--- src/rtl/alu_op_sequencer.sv ---
// alu_op_sequencer
// Command queue and single-issue stage that sits in front of the 4-bit alu.
// Operations {sel, b, a} are buffered in a small FIFO and issued one at a time
// on registered operand ports. After a fixed alu latency the 8-bit result is
// captured and offered on a valid/ready port tagged with its opcode.
// Completed results (result handshakes) are counted modulo 256.

module alu_op_sequencer #(
    parameter int DEPTH   = 4,   // FIFO entries, power of two, 2..16
    parameter int ALU_LAT = 1    // alu register stages, 0..7
) (
    input  logic                   clk,
    input  logic                   rst,          // asynchronous, active low
    // command push side
    input  logic                   cmd_valid,
    output logic                   cmd_ready,
    input  logic [3:0]             cmd_a,
    input  logic [3:0]             cmd_b,
    input  logic [3:0]             cmd_sel,
    // drive to the alu and its result
    output logic [3:0]             alu_a,
    output logic [3:0]             alu_b,
    output logic [3:0]             alu_sel,
    input  logic [7:0]             alu_y,
    // result side
    output logic                   res_valid,
    input  logic                   res_ready,
    output logic [7:0]             res_y,
    output logic [3:0]             res_sel,
    // status
    output logic [$clog2(DEPTH):0] fifo_count,
    output logic [7:0]             ops_done,
    output logic                   busy
);

    localparam int         PW       = $clog2(DEPTH);
    localparam int         CW       = PW + 1;
    localparam logic [2:0] LAT_INIT = 3'(ALU_LAT);

    // One queued operation; field order matches {cmd_sel, cmd_b, cmd_a}.
    typedef struct packed {
        logic [3:0] sel;
        logic [3:0] b;
        logic [3:0] a;
    } cmd_t;

    typedef enum logic [1:0] {
        ST_IDLE,
        ST_WAIT,
        ST_HOLD
    } state_e;

    // ------------------------------------------------------------------
    // FIFO
    // ------------------------------------------------------------------
    cmd_t          mem_q [DEPTH];
    logic [PW-1:0] wr_ptr_q, wr_ptr_d;
    logic [PW-1:0] rd_ptr_q, rd_ptr_d;
    logic [CW-1:0] count_q, count_d;
    logic          fifo_full;
    logic          fifo_empty;
    logic          push;
    logic          pop;
    cmd_t          head;

    // ------------------------------------------------------------------
    // Issue / result state
    // ------------------------------------------------------------------
    state_e        state_q, state_d;
    logic [2:0]    wait_cnt_q, wait_cnt_d;
    cmd_t          issue_q, issue_d;      // operands on the alu; sel doubles as the result tag
    logic          res_valid_q, res_valid_d;
    logic [7:0]    res_y_q, res_y_d;
    logic [3:0]    res_sel_q, res_sel_d;
    logic [7:0]    ops_done_q, ops_done_d;

    assign fifo_full  = (count_q == CW'(DEPTH));
    assign fifo_empty = (count_q == '0);

    // Ready is withheld during reset and whenever the FIFO is full, even if a
    // pop happens in the same cycle; this keeps the ready path free of the
    // result handshake.
    assign cmd_ready  = rst & ~fifo_full;
    assign push       = cmd_valid & cmd_ready;
    assign head       = mem_q[rd_ptr_q];

    // FIFO storage: write the incoming command at the write pointer.
    // NOTE: sequential state is assigned with non-blocking (<=) so every flop
    // samples pre-edge values regardless of block ordering.
    // NOTE: the storage array is deliberately not reset; occupancy and
    // pointers alone decide what is valid, so stale entries are never read.
    always_ff @(posedge clk) begin
        if (push) begin
            mem_q[wr_ptr_q] <= {cmd_sel, cmd_b, cmd_a};
        end
    end

    // Pointer and occupancy next state; pointers wrap naturally at DEPTH.
    // NOTE: every signal written here gets a default first, so no path can
    // leave one unassigned and infer a latch.
    always_comb begin
        wr_ptr_d = wr_ptr_q;
        rd_ptr_d = rd_ptr_q;
        if (push) begin
            wr_ptr_d = wr_ptr_q + PW'(1);
        end
        if (pop) begin
            rd_ptr_d = rd_ptr_q + PW'(1);
        end
        count_d = count_q + CW'(push) - CW'(pop);
    end

    // FIFO pointer and occupancy registers.
    always_ff @(posedge clk or negedge rst) begin
        if (!rst) begin
            wr_ptr_q <= '0;
            rd_ptr_q <= '0;
            count_q  <= '0;
        end else begin
            wr_ptr_q <= wr_ptr_d;
            rd_ptr_q <= rd_ptr_d;
            count_q  <= count_d;
        end
    end

    // Issue FSM next state: pop, wait out the alu latency, hold the result.
    always_comb begin
        state_d     = state_q;
        wait_cnt_d  = wait_cnt_q;
        issue_d     = issue_q;
        res_valid_d = res_valid_q;
        res_y_d     = res_y_q;
        res_sel_d   = res_sel_q;
        ops_done_d  = ops_done_q;
        pop         = 1'b0;

        unique case (state_q)
            ST_IDLE: begin
                // Only entries already stored are visible, so a command
                // pushed into an empty FIFO issues one cycle later.
                if (!fifo_empty) begin
                    pop        = 1'b1;
                    issue_d    = head;
                    wait_cnt_d = LAT_INIT;
                    state_d    = ST_WAIT;
                end
            end

            ST_WAIT: begin
                if (wait_cnt_q != '0) begin
                    wait_cnt_d = wait_cnt_q - 3'd1;
                end else begin
                    res_y_d     = alu_y;
                    res_sel_d   = issue_q.sel;
                    res_valid_d = 1'b1;
                    state_d     = ST_HOLD;
                end
            end

            ST_HOLD: begin
                // res_valid is always set here, so res_ready alone completes
                // the handshake.
                if (res_ready) begin
                    ops_done_d  = ops_done_q + 8'd1;
                    res_valid_d = 1'b0;
                    if (!fifo_empty) begin
                        pop        = 1'b1;
                        issue_d    = head;
                        wait_cnt_d = LAT_INIT;
                        state_d    = ST_WAIT;
                    end else begin
                        state_d = ST_IDLE;
                    end
                end
            end

            default: begin
                state_d = ST_IDLE;
            end
        endcase
    end

    // Issue FSM, operand and result registers.
    always_ff @(posedge clk or negedge rst) begin
        if (!rst) begin
            state_q     <= ST_IDLE;
            wait_cnt_q  <= '0;
            issue_q     <= '0;
            res_valid_q <= 1'b0;
            res_y_q     <= '0;
            res_sel_q   <= '0;
            ops_done_q  <= '0;
        end else begin
            state_q     <= state_d;
            wait_cnt_q  <= wait_cnt_d;
            issue_q     <= issue_d;
            res_valid_q <= res_valid_d;
            res_y_q     <= res_y_d;
            res_sel_q   <= res_sel_d;
            ops_done_q  <= ops_done_d;
        end
    end

    assign alu_a      = issue_q.a;
    assign alu_b      = issue_q.b;
    assign alu_sel    = issue_q.sel;
    assign res_valid  = res_valid_q;
    assign res_y      = res_y_q;
    assign res_sel    = res_sel_q;
    assign fifo_count = count_q;
    assign ops_done   = ops_done_q;
    assign busy       = (state_q != ST_IDLE) || !fifo_empty;

endmodule

--- config.mk ---
export PLATFORM = sky130hd
export DESIGN_NAME = alu_op_sequencer
export DESIGN_NICKNAME = d
export VERILOG_FILES = /design/src/rtl/alu_op_sequencer.sv
export SDC_FILE = /design/constraint.sdc
export NUM_CORES = 1
export LEC_CHECK = 0
export ABC_AREA = 1
export BUFFER_PORTS_ARGS = -buffer_cell sky130_fd_sc_hd__buf_2
export CORE_ASPECT_RATIO = 1.5
export CORE_MARGIN = 3
export CORE_UTILIZATION = 30
export DETAILED_ROUTE_END_ITERATION = 12
export PLACE_DENSITY = 0.53
export SYNTH_ARGS = -nofsm -noshare
export SYNTH_HDL_FRONTEND = slang
export SYNTH_SLANG_ARGS = --single-unit
--- constraint.sdc ---
create_clock -name clk -period 2.8 [get_ports clk]
set_input_delay 0.56 -clock clk [delete_from_list [all_inputs] [get_ports clk]]
set_output_delay 0.56 -clock clk [all_outputs]
set_load 0.05 [all_outputs]
==> impl_metrics.env, run 1 <==
export IMPL_async_reset_ff_frac=0.484
export IMPL_max_slew_worst_pin_slew_ns=0.517
export IMPL_crit_path_start_kind="flip-flop"
export IMPL_fp_row_count=50
export IMPL_cts_tree="yes"
export IMPL_synth_seq_cells=93
export IMPL_num_nets_final=474
export IMPL_yosysTopAreaCell="edfxtp_1"
export IMPL_max_slew_margin=0.656
export IMPL_cts_root_buffer_cell="clkbuf_16"
export IMPL_cap_violations=0
export IMPL_clk_latency_ns=0.33
export IMPL_hold_viol=0
export IMPL_synthesis_area_um2=3920
export IMPL_yosysWarnings=0
export IMPL_die_y_um=146
export IMPL_synth_edff_count=48
export IMPL_grt_max_degree=27
export IMPL_synth_top_cell_area_share=0.368
export IMPL_endpoint_kind="flip-flop"
export IMPL_die_area_um2=14500
export IMPL_wirelength_um=7970
export IMPL_worstPathMaxFanout=19
export IMPL_num_io_pins=62
export IMPL_cts_resized=0
export IMPL_synth_area_leaders="edfxtp_1, dfrtp_1, nand2_1, nor2_1, o21ai_0"
export IMPL_leakage_nw=2.18
export IMPL_synthFlopType="edfxtp_1"
export IMPL_grt_pass1_vias=2640
export IMPL_grt_setup_unrepaired="no"
export IMPL_syn_nets=405
export IMPL_cts_sinks=93
export IMPL_grt_busiest_layer="met2"
export IMPL_post_cts_setup_buffers=0
export IMPL_vias_per_cell=4.49
export IMPL_grt_usage=0.115
export IMPL_dr_pass1_iters=4
export IMPL_grt_met3_usage=0.0301
export IMPL_place_gp_congestion=0.717
export IMPL_avgSynthCellArea_um2=10.6
export IMPL_finalSetupViolCount=0
export IMPL_drt_initial_drc_count=48
export IMPL_grt_antenna_before_repair=0
export IMPL_finalSetupTns_ns=0
export IMPL_yosysMostFrequentCell="nand2_1"
export IMPL_criticalPathCategory="reg2reg"
export IMPL_status="complete, no violations"
export IMPL_max_vdd_ir_drop_v=0.000427
export IMPL_via_count=2701
export IMPL_period_share=0.805
export IMPL_io_buffers=61
export IMPL_ant_nets=0
export IMPL_die_x_um=99.4
export IMPL_grt_pass1_wl_um=13100
export IMPL_met2_usage=0.202
export IMPL_synth_commonest_cells="nand2_1, nor2_1, edfxtp_1, dfrtp_1"
export IMPL_syn_inst=371
export IMPL_syn_to_final_growth_pct=20.0
export IMPL_yosysSeqAreaShare=0.655
export IMPL_path_clk_slew_ns=0.06
export IMPL_wire_per_inst_um=13.3
export IMPL_cts_hold_buf=0
export IMPL_route_detailed_drc=0
export IMPL_finClkSkew_ns=0.00659
export IMPL_htreeDepth=3
export IMPL_min_path_type="in2async"
export IMPL_maxSlewViolCount=0
export IMPL_overflow=0
export IMPL_start_util=0.310
export IMPL_power_per_cell_area_nw_per_um2=1210
export IMPL_gr_usage_met1=0.132
export IMPL_design_area_um2=4700
export IMPL_synthDistinctLibCells=29
export IMPL_crit_required_ns=3.02
export IMPL_n_antenna_cell=0
export IMPL_min_period_ns=2.25
export IMPL_arrival_ns=2.47
export IMPL_cts_max_path_buffers=2
export IMPL_max_freq_mhz=444
export IMPL_cts_made_buffers=9
export IMPL_drive_gt1_frac=0.216
export IMPL_coreArea_um2=12600
export IMPL_post_dp_cell_area_um2=4410
export IMPL_hpwlAfterDp_um=5680
[worst max-delay path, stage by stage, from the launching register on]
cell,delay [ns]
dfrtp_1,0.43
inv_1,0.09
nand3b_2,0.13
nand3_4,0.21
inv_2,0.26
ha_1,0.27
inv_1,0.05
ha_1,0.13
inv_1,0.05
fa_1,0.37
xnor2_1,0.14
[sequential cells by signal, indices dropped and copies added (netlist names)]
signal      count
wr_ptr_q        2
res_valid       1
state_q         2
res_sel         4
fifo_count      3
res_y           8
alu_b           4
ops_done        8
wait_cnt_q      3
alu_sel         4
rd_ptr_q        2
alu_a           4
mem_q          48
[layout by cell type, fill, tap and decap left out, types with 2 or more instances in the layout]
cell        Yosys  routed
buf_2           3      61
buf_4           5       9
clkbuf_16       0       9
clkinvlp_4      0       3
dfrtp_1        45      45
edfxtp_1       48      48
ha_1            9       9
inv_1          24      24
inv_2           3       3
nand2_1       102     102
nand3_1        19      19
nand3_2         3       3
nand3b_1        2       2
nor2_1         57      57
o21ai_0        24      24
o21ai_1         3       3
or2_0           2       2
xnor2_1         4       4
xor2_1          5       5
[through the flow]
step / util / power (mW) / instances / hold slack [ns] / setup slack (ns)
global route: 0.372 / 6.11 / 601 / 0.266 / 0.321
global placement: 0.349 / 4.50 / 585 / 0.447 / 0.439
detailed placement: 0.349 / 4.55 / 585 / 0.453 / 0.378
floorplan: - / 3.96 / 371 / 0.264 / 0.475
CTS: 0.372 / 5.77 / 601 / 0.236 / 0.500
finish: 0.372 / 5.67 / 601 / 0.234 / 0.546
[area by class of cell]
cell class                      instances  area (µm²)
Clock buffer                            9         225
Multi-Input combinational cell        239        1170
Clock inverter                          7        73.8
Tap cell                              156         195
Inverter                               27         101
Sequential cell                        93        2570
Fill cell                            1269        7930
Timing Repair Buffer                   70         373
[power breakdown]
part | total (mW) | internal [mW] | switching, mW
Combinational | 2.47 | 0.657 | 1.81
Sequential | 2.01 | 1.81 | 0.201
Clock | 1.19 | 0.693 | 0.502
[final timing paths]
path	from	to	slack (ns)	cells after the start
min reg2reg	res_sel[2]	res_sel[2]	0.47	2
max in group asynchronous	rst	wait_cnt_q[2]	2.31	2
min	rst	ops_done[6]	0.23	2
max	fifo_count[1]	fifo_count[2]	0.55	10
min in group clk	cmd_sel[0]	mem_q[3][8]	0.44	1
max reg2reg	fifo_count[1]	fifo_count[2]	0.55	10
[layer usage]
metal	share of wire	vias up	wire length, µm
li1	-	1342	-
met1	0.40	1291	3220
met2	0.52	62	4170
met3	0.058	6	462
met4	0.014	0	114
met5	0	-	0
[cell families (layout without fill, tap and decap cells)]
family,Yosys count,after routing,synth area share
and+or+nand+nor,192,192,0.208
buffers and inverters,39,113,0.0472
xor gates and xnor gates,9,9,0.0201
adders and majority gates,10,10,0.0338
AOI/OAI and AO/OA,28,28,0.0357
DFF,93,93,0.655
No activity file was read; power rests on OpenSTA's default activity.
==> run 2: changes to the inputs <==
Settings changed: ABC_AREA 1 to 0, PLACE_DENSITY 0.53 to 0.54.
Clock period 2.8 ns to 1.9 ns, I/O delays scaled along.
==> run 2 against run 1 <==
  * Cell area rose by 0.37%
  * Setup slack got worse by 0.52 ns
  * Via count fell by 22%
  * Register-to-register slack got worse by 0.52 ns
  * Area after synthesis fell by 3.3%
  * Wire length fell by 13%
  * Critical path depth fell by 1
  * Global-route usage fell by 0.75 points
  * Synthesized cell count fell by 36%
  * Power rose by 51%
  * Die area fell by 3.2%
  * Combinational power rose by 51%
  * Critical path type unchanged
  * Highest routed layer unchanged
==> impl_metrics.env, run 2 <==
export IMPL_status="complete, no violations"
export IMPL_wire_per_inst_um=14.7
export IMPL_cts_sinks=93
export IMPL_hold_viol=0
export IMPL_clk_latency_ns=0.34
export IMPL_maxSlewViolCount=0
export IMPL_crit_required_ns=2.12
export IMPL_place_gp_congestion=0.755
export IMPL_syn_to_final_growth_pct=24.6
export IMPL_grt_setup_unrepaired="yes"
export IMPL_grt_usage=0.107
export IMPL_cap_violations=0
export IMPL_leakage_nw=2.04
export IMPL_hpwlAfterDp_um=4790
export IMPL_wirelength_um=6960
export IMPL_min_period_ns=1.88
export IMPL_yosysWarnings=0
export IMPL_dr_pass1_iters=4
export IMPL_syn_nets=270
export IMPL_arrival_ns=2.10
export IMPL_met2_usage=0.184
export IMPL_async_reset_ff_frac=0.484
export IMPL_criticalPathCategory="reg2reg"
export IMPL_grt_max_degree=46
export IMPL_synth_top_cell_area_share=0.380
export IMPL_layout_cells_non_filler=474
export IMPL_grt_met3_usage=0.0316
export IMPL_coreArea_um2=12200
export IMPL_synth_edff_count=48
export IMPL_io_buffers=61
export IMPL_die_area_um2=14000
export IMPL_regMostFlops="mem_q"
export IMPL_syn_inst=236
export IMPL_grt_antenna_before_repair=0
export IMPL_start_util=0.311
export IMPL_synthesis_area_um2=3790
export IMPL_max_slew_worst_pin_slew_ns=0.676
export IMPL_die_y_um=144
export IMPL_route_detailed_drc=0
export IMPL_n_antenna_cell=0
export IMPL_cts_root_buffer_cell="clkbuf_16"
export IMPL_num_io_pins=62
export IMPL_cts_max_path_buffers=2
export IMPL_max_vdd_ir_drop_v=0.000452
export IMPL_finalSetupViolCount=0
export IMPL_htreeDepth=3
export IMPL_final_cell_mix="buf_2, edfxtp_1, dfrtp_1"
export IMPL_finClkSkew_ns=0.00637
export IMPL_mostFrequentLayoutCell="buf_2"
export IMPL_yosysTopAreaCell="edfxtp_1"
export IMPL_cts_tree="yes"
export IMPL_final_util=0.387
export IMPL_synth_commonest_cells="edfxtp_1, dfrtp_1, nand2_1, inv_1, ha_1"
export IMPL_worstPathMaxFanout=3
export IMPL_max_freq_mhz=532
export IMPL_cts_made_buffers=9
export IMPL_drt_initial_drc_count=78
export IMPL_yosysMostFrequentCell="edfxtp_1"
export IMPL_synth_area_leaders="edfxtp_1, dfrtp_1, mux4_2, nand2_1, mux2_4"
export IMPL_ant_nets=0
export IMPL_synthFlopType="edfxtp_1"
export IMPL_design_area_um2=4720
export IMPL_overflow=0
export IMPL_synth_seq_cells=93
export IMPL_worst_slack_ns=0.0208
export IMPL_drive_gt1_frac=0.411
export IMPL_path_clk_slew_ns=0.07
export IMPL_endpoint_kind="flip-flop"
export IMPL_yosysSeqAreaShare=0.677
export IMPL_grt_pass1_vias=2149
export IMPL_die_x_um=97.8
export IMPL_via_count=2097
export IMPL_fp_row_count=49
export IMPL_crit_path_start_kind="flip-flop"
export IMPL_gr_usage_met1=0.122
export IMPL_num_nets_final=350
export IMPL_max_slew_margin=0.549
export IMPL_dp_slack_ns=-0.101
export IMPL_grt_pass1_wl_um=11400
export IMPL_dp_cells=458
export IMPL_period_share=0.989
export IMPL_power_per_cell_area_nw_per_um2=1810
export IMPL_avgSynthCellArea_um2=16.1
export IMPL_grt_busiest_layer="met2"
export IMPL_largest_register_ffs=48
export IMPL_post_dp_cell_area_um2=4410
export IMPL_cts_hold_buf=0
export IMPL_synthDistinctLibCells=40
export IMPL_min_path_type="in2reg"
export IMPL_vias_per_cell=4.42
export IMPL_whs_ns=0.227
## run 2: cell count changes after synthesis, moves of 4 or more
cell / before / now
inv_1: 24 / 10
mux2_4: 0 / 8
mux2_2: 0 / 6
mux4_1: 0 / 4
nand3_1: 19 / 3
mux4_2: 0 / 8
nand2_1: 102 / 41
o21ai_0: 24 / 1
nor2_1: 57 / 3
buf_4: 5 / 0
## run 2: timing repair
item	4_1_cts	5_1_grt
pin swaps	3	0
resized for setup	3	0
setup buffers	0	0
setup endpoints to repair	2	1
cloned	0	0
## run 2: final cells by class
class / count / area, µm²
fillers: 1166 / 7480
flip-flops and latches: 93 / 2570
multi-input cells: 124 / 1170
repair buffers: 78 / 445
clock buffers: 9 / 225
well taps: 153 / 191
clock inverters: 7 / 80.1
inverters: 10 / 37.5
## run 2: critical path, stage by stage (launching register included)
cell and delay [ns]:
dfrtp_2 0.45, nor3_4 0.24, nor3_4 0.07, ha_4 0.21
inv_2 0.05, ha_4 0.11, inv_2 0.03, fa_2 0.34
xnor2_2 0.15, xnor2_1 0.12
## run 2: path summary, 6_finish.rpt
kind / from / endpoint / slack, ns / depth (start not counted)
max in group asynchronous: rst / fifo_count[1] / 1.18 / 3
min in group asynchronous: rst / ops_done[1] / 0.27 / 3
worst max register to register: fifo_count[0] / fifo_count[2] / 0.02 / 9
worst min-delay path: alu_y[2] / res_y[2] / 0.23 / 3
worst max-delay path: fifo_count[0] / fifo_count[2] / 0.02 / 9
worst min register to register: ops_done[7] / ops_done[7] / 0.47 / 1
## run 2: where the power goes
part	leakage (nW)	internal, mW	switching [mW]
clock network	0.150	1.04	0.766
registers	0.981	2.70	0.325
logic	0.907	1.41	2.33
total	2.04	5.14	3.42
## run 2: cell families (layout without fill, tap and decap cells)
| logic type | Yosys count | count (layout) | synth area share |
|---|---|---|---|
| xor gates and xnor gates | 12 | 12 | 0.0277 |
| adders and majority gates | 10 | 10 | 0.0350 |
| DFF | 93 | 93 | 0.677 |
| muxes | 26 | 26 | 0.125 |
| AOI/OAI and AO/OA | 9 | 9 | 0.0182 |
| and+or+nand+nor | 67 | 67 | 0.0891 |
| buffers and inverters | 19 | 104 | 0.0281 |
## run 2: through the flow
step | TNS [ns] | total power [mW]
final | 0 | 8.56
after global routing | -0.0753 | 9.12
after CTS | 0 | 8.73
after detailed placement | -0.119 | 6.86
after global placement | -0.0821 | 6.80
after floorplan | -0.964 | 5.91
## run 2: routing by layer
layer	share of wire	vias to the layer above
li1	-	1005
met1	0.42	1026
met2	0.51	54
met3	0.055	12
met4	0.020	0
met5	0	-
==> run 3: changes to the inputs <==
Settings changed: ABC_AREA 0 to 1, CORE_ASPECT_RATIO 1.5 to default.
==> run 3 against run 2 <==
  * Via count rose by 27%
  * Non-clock buffer count fell by 2
  * Cell count rose by 31%
  * Fmax rose by 2.9%
  * Sequential share of layout area fell by 1.0 points
  * Utilization fell by 0.92 points
==> impl_metrics.env, run 3 (same netlist as run 1, synthesis figures left out) <==
export IMPL_cts_max_path_buffers=2
export IMPL_fill_cells=1282
export IMPL_crit_buf_inv=5
export IMPL_final_util=0.378
export IMPL_power_per_cell_area_nw_per_um2=1780
export IMPL_status="complete, no violations"
export IMPL_cts_tree="yes"
export IMPL_htreeDepth=3
export IMPL_max_slew_worst_pin_slew_ns=0.593
export IMPL_num_io_pins=62
export IMPL_n_antenna_cell=0
export IMPL_grt_pass1_wl_um=13400
export IMPL_start_util=0.308
export IMPL_place_gp_congestion=0.738
export IMPL_cts_hold_buf=0
export IMPL_endpoint_kind="flip-flop"
export IMPL_maxSlewViolCount=0
export IMPL_hpwlAfterDp_um=5430
export IMPL_whs_ns=0.161
export IMPL_drt_initial_drc_count=179
export IMPL_hold_viol=0
export IMPL_criticalPathCategory="reg2reg"
export IMPL_period_share=0.961
export IMPL_cts_resized=0
export IMPL_post_cts_setup_buffers=0
export IMPL_grt_pass1_vias=2618
export IMPL_overflow=0
export IMPL_via_count=2670
export IMPL_cts_root_buffer_cell="clkbuf_16"
export IMPL_wire_per_inst_um=12.9
export IMPL_wirelength_um=8020
export IMPL_max_freq_mhz=548
export IMPL_finClkSkew_ns=0.00831
export IMPL_finalSetupViolCount=0
export IMPL_max_slew_margin=0.605
export IMPL_cp_top_family="adder cells"
export IMPL_cp_cell_sequence="inv_2, nand3_2, nand3_4, inv_2, ha_4, inv_2, ha_4, inv_2, fa_2, inv_1"
export IMPL_fp_row_count=41
export IMPL_grt_antenna_before_repair=0
export IMPL_max_vdd_ir_drop_v=0.000617
export IMPL_finalSetupTns_ns=0
export IMPL_crit_path_start_kind="flip-flop"
export IMPL_min_period_ns=1.83
export IMPL_regMostFlops="mem_q"
export IMPL_cp_slowest_cell="fa_2"
export IMPL_dp_slack_ns=0.00403
export IMPL_layout_cells_non_filler=623
export IMPL_grt_setup_unrepaired="no"
export IMPL_dr_pass1_iters=4
export IMPL_die_x_um=120
export IMPL_leakage_nw=2.23
export IMPL_vias_per_cell=4.29
export IMPL_num_nets_final=480
export IMPL_largest_register_ffs=48
export IMPL_grt_max_degree=46
export IMPL_path_clk_slew_ns=0.07
export IMPL_dp_cells=607
export IMPL_cts_sinks=93
export IMPL_syn_to_final_growth_pct=22.6
export IMPL_critPathMaxStageDelay_ns=0.51
export IMPL_cap_violations=0
export IMPL_grt_usage=0.118
export IMPL_final_cell_mix="nand2_1, buf_2, nor2_1"
export IMPL_crit_top_cell="inv_2"
export IMPL_min_path_type="in2async"
export IMPL_drive_gt1_frac=0.251
export IMPL_route_detailed_drc=0
export IMPL_worst_slack_ns=0.0743
export IMPL_crit_required_ns=2.14
export IMPL_ant_nets=0
export IMPL_coreArea_um2=12700
export IMPL_die_area_um2=14500
export IMPL_die_y_um=120
export IMPL_clk_latency_ns=0.34
export IMPL_cts_made_buffers=9
export IMPL_mostFrequentLayoutCell="nand2_1"
export IMPL_arrival_ns=2.06
export IMPL_io_buffers=61
export IMPL_worstPathMaxFanout=4
==> run 3: cell count changes in the layout (fill, tap and decap cells not counted), sizes merged, moves of 3 or more <==
cell | before | now
and2 | 4 | 1
inv | 13 | 33
mux2 | 14 | 0
mux4 | 12 | 0
nand2 | 41 | 103
nand3 | 3 | 23
nor2 | 3 | 58
nor3 | 4 | 0
o21ai | 1 | 27
==> run 3: stage by stage <==
step | power [mW] | instance area [µm²]
floorplan | 5.93 | 3960
CTS | 8.74 | 4810
detailed placement | 6.92 | 4510
global placement | 6.84 | 4510
global route | 9.24 | 4810
finish | 8.57 | 4810
==> run 3: final cells by class <==
type	instances	area [µm²]	area share
multi-input cells	239	1200	0.251
flip-flops and latches	93	2570	0.535
inverters	27	101	0.0211
clock inverters	7	71.3	0.0148
well taps	172	215	0.0448
repair buffers	76	418	0.0869
clock buffers	9	225	0.0469
==> run 3: worst register-to-register path: stages (launching register included) <==
cell	delay (ns)
dfrtp_1	0.40
inv_2	0.12
nand3_2	0.12
nand3_4	0.10
inv_2	0.05
ha_4	0.21
inv_2	0.06
ha_4	0.11
inv_2	0.03
fa_2	0.51
inv_1	0.04
==> run 3: power breakdown <==
| part | total (mW) | switching (mW) | internal (mW) |
|---|---|---|---|
| combinational | 3.84 | 2.73 | 1.11 |
| sequential | 2.96 | 0.288 | 2.67 |
| clock | 1.78 | 0.841 | 0.937 |
| total | 8.57 | 3.86 | 4.72 |
==> run 3: per-layer routing <==
metal	track usage	wire, µm
met4	0.0404	78
met3	0.0239	394
met1	0.148	3630
met2	0.204	3910
met5	0	0
==> run 3: path summary, 6_finish.rpt <==
check / from / end / slack, ns / depth (start not counted)
hold / removal: rst / ops_done[0] / 0.16 / 2
max in group asynchronous: rst / fifo_count[2] / 1.29 / 2
setup reg to reg: state_q[0] / fifo_count[1] / 0.07 / 10
hold reg to reg: res_y[1] / res_y[1] / 0.47 / 2
setup / recovery: state_q[0] / fifo_count[1] / 0.07 / 10
min in group clk: cmd_b[0] / mem_q[1][4] / 0.25 / 1
